## config.mk

```make
export PLATFORM = sky130hd
export DESIGN_NAME = ddr2_sys_ddr2_dmaster_b2p
export DESIGN_NICKNAME = d
export VERILOG_FILES = /design/src/rtl/ddr2_sys_ddr2_dmaster_b2p.sv
export SDC_FILE = /design/constraint.sdc
export NUM_CORES = 1
export LEC_CHECK = 0
export CAP_MARGIN = 10
export CELL_PAD_IN_SITES_DETAIL_PLACEMENT = 0
export CELL_PAD_IN_SITES_GLOBAL_PLACEMENT = 1
export CORE_MARGIN = 2
export CORE_UTILIZATION = 30
export DETAILED_ROUTE_END_ITERATION = 16
export GPL_ROUTABILITY_DRIVEN = 0
export GPL_TIMING_DRIVEN = 0
export PLACE_DENSITY_LB_ADDON = 0.15
export SLEW_MARGIN = 20
export SYNTH_ARGS = -nofsm -noshare
export SYNTH_HDL_FRONTEND = slang
export SYNTH_SLANG_ARGS = --single-unit
```

## constraint.sdc

```tcl
create_clock -name clk -period 3.5 [get_ports clk]
set_input_delay 0.525 -clock clk [delete_from_list [all_inputs] [get_ports clk]]
set_output_delay 0.525 -clock clk [all_outputs]
set_load 0.1 [all_outputs]
```

## src/rtl/ddr2_sys_ddr2_dmaster_b2p.sv

```systemverilog
// Bytes-to-packets decoder: turns the escaped byte stream into a registered Avalon-ST packet stream.
// Optional channel decode is enabled by defining DDR2_DMASTER_B2P_CHANNEL_EN.
module ddr2_sys_ddr2_dmaster_b2p (
  input  logic       clk,
  input  logic       reset,
  input  logic       in_valid,
  input  logic [7:0] in_data,
  output logic       in_ready,
  output logic       out_valid,
  output logic [7:0] out_data,
  output logic       out_startofpacket,
  output logic       out_endofpacket,
  output logic [7:0] out_channel,
  input  logic       out_ready
);

  localparam logic [7:0] SOP_C   = 8'h7A;
  localparam logic [7:0] EOP_C   = 8'h7B;
  localparam logic [7:0] CHAN_C  = 8'h7C;
  localparam logic [7:0] ESC_C   = 8'h7D;
  localparam logic [7:0] ESC_XOR = 8'h20;

  typedef enum logic [1:0] {
    ST_DATA,
    ST_ESC,
    ST_CHAN,
    ST_CHAN_ESC
  } state_t;

  state_t     state_q, state_d;
  logic       sop_pend_q, sop_pend_d;
  logic       eop_pend_q, eop_pend_d;
  logic       out_valid_q, out_valid_d;
  logic [7:0] out_data_q, out_data_d;
  logic       out_sop_q, out_sop_d;
  logic       out_eop_q, out_eop_d;
  logic       accept;
  logic       emit;
  logic [7:0] emit_byte;
`ifdef DDR2_DMASTER_B2P_CHANNEL_EN
  logic [7:0] chan_q, chan_d;
  logic [7:0] out_channel_q, out_channel_d;
`endif

  assign in_ready = !out_valid_q || out_ready;
  assign accept   = in_valid && in_ready;

  // Decode: every state change happens only on an accepted byte.
  always_comb begin
    state_d    = state_q;
    sop_pend_d = sop_pend_q;
    eop_pend_d = eop_pend_q;
    emit       = 1'b0;
    emit_byte  = in_data;
`ifdef DDR2_DMASTER_B2P_CHANNEL_EN
    chan_d     = chan_q;
`endif
    if (accept) begin
      case (state_q)
        ST_DATA: begin
          case (in_data)
            SOP_C:   sop_pend_d = 1'b1;
            EOP_C:   eop_pend_d = 1'b1;
            CHAN_C:  state_d    = ST_CHAN;
            ESC_C:   state_d    = ST_ESC;
            default: emit       = 1'b1;
          endcase
        end
        ST_ESC: begin
          emit      = 1'b1;
          emit_byte = in_data ^ ESC_XOR;
          state_d   = ST_DATA;
        end
        ST_CHAN: begin
          // Control characters other than ESC are literal channel numbers here.
          if (in_data == ESC_C) begin
            state_d = ST_CHAN_ESC;
          end else begin
            state_d = ST_DATA;
`ifdef DDR2_DMASTER_B2P_CHANNEL_EN
            chan_d  = in_data;
`endif
          end
        end
        ST_CHAN_ESC: begin
          state_d = ST_DATA;
`ifdef DDR2_DMASTER_B2P_CHANNEL_EN
          chan_d  = in_data ^ ESC_XOR;
`endif
        end
        default: state_d = ST_DATA;
      endcase
    end
    if (emit) begin
      sop_pend_d = 1'b0;
      eop_pend_d = 1'b0;
    end
  end

  // Output register: drains on out_ready, reloads in the same cycle on a new data byte.
  always_comb begin
    out_valid_d = out_valid_q && !out_ready;
    out_data_d  = out_data_q;
    out_sop_d   = out_sop_q;
    out_eop_d   = out_eop_q;
`ifdef DDR2_DMASTER_B2P_CHANNEL_EN
    out_channel_d = out_channel_q;
`endif
    if (emit) begin
      out_valid_d = 1'b1;
      out_data_d  = emit_byte;
      out_sop_d   = sop_pend_q;
      out_eop_d   = eop_pend_q;
`ifdef DDR2_DMASTER_B2P_CHANNEL_EN
      out_channel_d = chan_q;
`endif
    end
  end

  always_ff @(posedge clk or posedge reset) begin
    if (reset) begin
      state_q     <= ST_DATA;
      sop_pend_q  <= 1'b0;
      eop_pend_q  <= 1'b0;
      out_valid_q <= 1'b0;
      out_data_q  <= 8'h00;
      out_sop_q   <= 1'b0;
      out_eop_q   <= 1'b0;
    end else begin
      state_q     <= state_d;
      sop_pend_q  <= sop_pend_d;
      eop_pend_q  <= eop_pend_d;
      out_valid_q <= out_valid_d;
      out_data_q  <= out_data_d;
      out_sop_q   <= out_sop_d;
      out_eop_q   <= out_eop_d;
    end
  end

`ifdef DDR2_DMASTER_B2P_CHANNEL_EN
  always_ff @(posedge clk or posedge reset) begin
    if (reset) begin
      chan_q        <= 8'h00;
      out_channel_q <= 8'h00;
    end else begin
      chan_q        <= chan_d;
      out_channel_q <= out_channel_d;
    end
  end

  assign out_channel = out_channel_q;
`else
  assign out_channel = 8'h00;
`endif

  assign out_valid         = out_valid_q;
  assign out_data          = out_data_q;
  assign out_startofpacket = out_sop_q;
  assign out_endofpacket   = out_eop_q;

endmodule

```

==> results.sh <==
export IMPL_grt_pass1_wl_um=3091
export IMPL_timing_slew_headroom=0.3546
export IMPL_synth_common_cells="15 x dfrtp_1, 8 x buf_4, 6 x mux2_4, 6 x nand2_1, 5 x inv_1"
export IMPL_drive_gt1_frac=0.2336
export IMPL_hp_class="flip-flop to flip-flop"
export IMPL_cts_clk_slew_worst_paths_ns=0.09
export IMPL_via_count=629
export IMPL_grtUsageTotal=0.1231
export IMPL_p_leak_uw=0.0005490
export IMPL_die_width_um=57.22
export IMPL_vias_per_cell=4.558
export IMPL_syn_area_per_cell_um2=11.64
export IMPL_portBuffers=23
export IMPL_wl_per_cell_um=12.65
export IMPL_required_ns=2.97
export IMPL_synth_edf_count=0
export IMPL_status="completed"
export IMPL_cpMaxStageDelayCell="clkdlybuf4s50_1"
export IMPL_ys_seq_area_frac=0.4418
export IMPL_p_total_uw=619.6
export IMPL_drt_iter0_markers=11
export IMPL_cts_buffer_depth=2
export IMPL_grt_overflow_total=0
export IMPL_synth_top_area_cell="dfrtp_1"
export IMPL_antenna_left=0
export IMPL_rr_endpoint="eop_pend_q$_DFFE_PP0P_"
export IMPL_fin_hold_ws_ns=0.5033
export IMPL_nets=120
export IMPL_cp_arrival_ns=2.26
export IMPL_endpoint_kind="output port"
export IMPL_maxCapViolCount=0
export IMPL_area_delta_synth_final_pct=38.00
export IMPL_r2r_start="state_q[1]$_DFFE_PP0P_"
export IMPL_crit_type="primary input to output port"
export IMPL_crit_path_start_kind="primary input"
export IMPL_finalSetupViolations=0
export IMPL_cts_resized=0
export IMPL_synthTopCellsByArea="dfrtp_1 44%, mux2_4 11%, buf_4 7.1%"
export IMPL_period_share=0.7949
export IMPL_ys_ff_latch=15
export IMPL_p_per_area_mw_per_mm2=528.5
export IMPL_finClkSkew_ns=0.001576
export IMPL_yosysMostFrequentCell="dfrtp_1"
export IMPL_antenna_found_initial=0
export IMPL_clock_sinks=15
export IMPL_holdPathEnd="out_data[3]$_DFFE_PP0P_"
export IMPL_tightest_slew_ns=0.9651
export IMPL_diodes=0
export IMPL_ir_drop_uv=347.9
export IMPL_initial_utilization=0.3108
export IMPL_cp_slowest_stage_delay_ns=1.13
export IMPL_timing_fmax_mhz=359.4
export IMPL_whs_path_depth=1
export IMPL_worst_path_buf_inv=2
export IMPL_dieArea_mm2=0.003274
export IMPL_dr_pass1_iters=2
export IMPL_path_common_cell="clkdlybuf4s50_1"
export IMPL_cts_hold_buf=0
export IMPL_grt_pass1_vias=643
export IMPL_drv_slew=0
export IMPL_rows=19
export IMPL_cts_tree="built"
export IMPL_fin_crit_ns=2.782
export IMPL_rsz0062_at_grt="false"
export IMPL_ios=32
export IMPL_cts_setup_buffers=0
export IMPL_synth_area_um2=849.6
export IMPL_fillCellCount=285
export IMPL_clock_latency_ns=0.29
export IMPL_syn_inst=73
export IMPL_cts_buffers=3
export IMPL_crit_path_cell_trace="clkdlybuf4s50_1 -> nand2b_4 -> clkdlybuf4s50_1"
export IMPL_crit_fanout=4
export IMPL_fin_setup_tns_ns=0
export IMPL_rrSetupSlack_ns=2.02
export IMPL_core_area_mm2=0.002734
export IMPL_grt_max_degree=16
export IMPL_async_flop_share=1.000
export IMPL_die_y_um=57.22
export IMPL_worst_r2r_path_depth=4
export IMPL_h_tree_depth=1
export IMPL_critPathTopFamily="buffers and inverters"
export IMPL_root_buffer="clkbuf_4"
export IMPL_yosys_warnings=0
export IMPL_hpwl_um=1298
export IMPL_drcViolationCount=0
export IMPL_hp_start="out_data[3]$_DFFE_PP0P_"
export IMPL_synth_top_cell_area_share=0.4418
export IMPL_hold_violations=0
export IMPL_synth_flop_cell="dfrtp_1"
export IMPL_totalWireLength_um=1746
export IMPL_ys_types=29
[cells in the final DEF (no fill, tap or decap), types with 3 or more instances in the layout]
cell type / netlist / final
a21oi_1: 3 / 3
buf_4: 8 / 8
clkbuf_4: 0 / 3
clkdlybuf4s50_1: 0 / 23
conb_1: 1 / 8
dfrtp_1: 15 / 15
inv_1: 5 / 5
mux2_4: 6 / 6
nand2_1: 6 / 6
[worst reg2reg max path: cells and delay by family (launching register included)]
kind	cells	cell delay (ns)
AOI/OAI and AO/OA	1	0.15
buffers and inverters	1	0.15
and+or+nand+nor	2	0.67
DFF	1	0.44
[state kept, by name, indices dropped and copies added, names as in the netlist]
signal,flops
eop_pend_q,1
out_startofpacket,1
out_valid,1
sop_pend_q,1
out_data,8
out_endofpacket,1
state_q,2
[power breakdown]
part | leakage [µW] | total [µW] | switching (µW) | internal (µW)
Sequential | 0.000189 | 206 | 13.1 | 193
Clock | 0.0000177 | 104 | 61.9 | 42.6
Combinational | 0.000343 | 309 | 226 | 82.6
Total | 0.000549 | 620 | 301 | 318
[final cells by class]
cell class / count / area (µm²) / share of cell area
multi-input cells: 51 / 410.4 / 0.3501
flip-flops and latches: 15 / 375.4 / 0.3202
repair buffers: 23 / 230.2 / 0.1964
plain buffers: 9 / 71.32 / 0.06083
well taps: 31 / 38.79 / 0.03308
clock buffers: 3 / 22.52 / 0.01921
inverters: 5 / 18.77 / 0.01601
clock inverters: 1 / 5.005 / 0.004269
[cells by family after synthesis]
group | share of synthesized area
DFF | 0.4418
xor gates and xnor gates | 0.02062
and+or+nand+nor | 0.1591
other | 0.004414
AOI/OAI and AO/OA | 0.1384
muxes | 0.1296
buffers and inverters | 0.1060
[worst max-delay path by stage]
stage                        start                 endpoint  slack, ns  depth (start not counted)
6_report                 out_ready                 in_ready       0.72                          3
5_1_grt                  out_ready                 in_ready       0.68                          3
4_1_cts                  out_ready                 in_ready       0.71                          3
3_5_place_dp             out_ready                 in_ready       0.71                          3
3_3_place_gp             out_ready                 in_ready       0.71                          3
2_1_floorplan  out_valid$_DFF_PP0_  out_data[5]$_DFFE_PP0P_       1.35                          5
[routing by layer]
metal	track usage	part of all wire	vias to the layer above
met2	0.1905	0.44	24
met5	0	0	-
met3	0.05442	0.074	2
li1	-	-	311
met4	0.02990	0.011	0
met1	0.1590	0.48	292
[through the flow]
stage / utilization / cell area, µm² / instances / setup WS, ns
floorplan: - / 875.8 / 80 / 1.353
global placement: 0.4188 / 1145 / 134 / 0.7120
detailed placement: 0.4188 / 1145 / 134 / 0.7082
CTS: 0.4288 / 1172 / 138 / 0.7108
global route: 0.4288 / 1172 / 138 / 0.6807
finish: 0.4288 / 1172 / 138 / 0.7178
No activity file was read; power rests on OpenSTA's default activity.
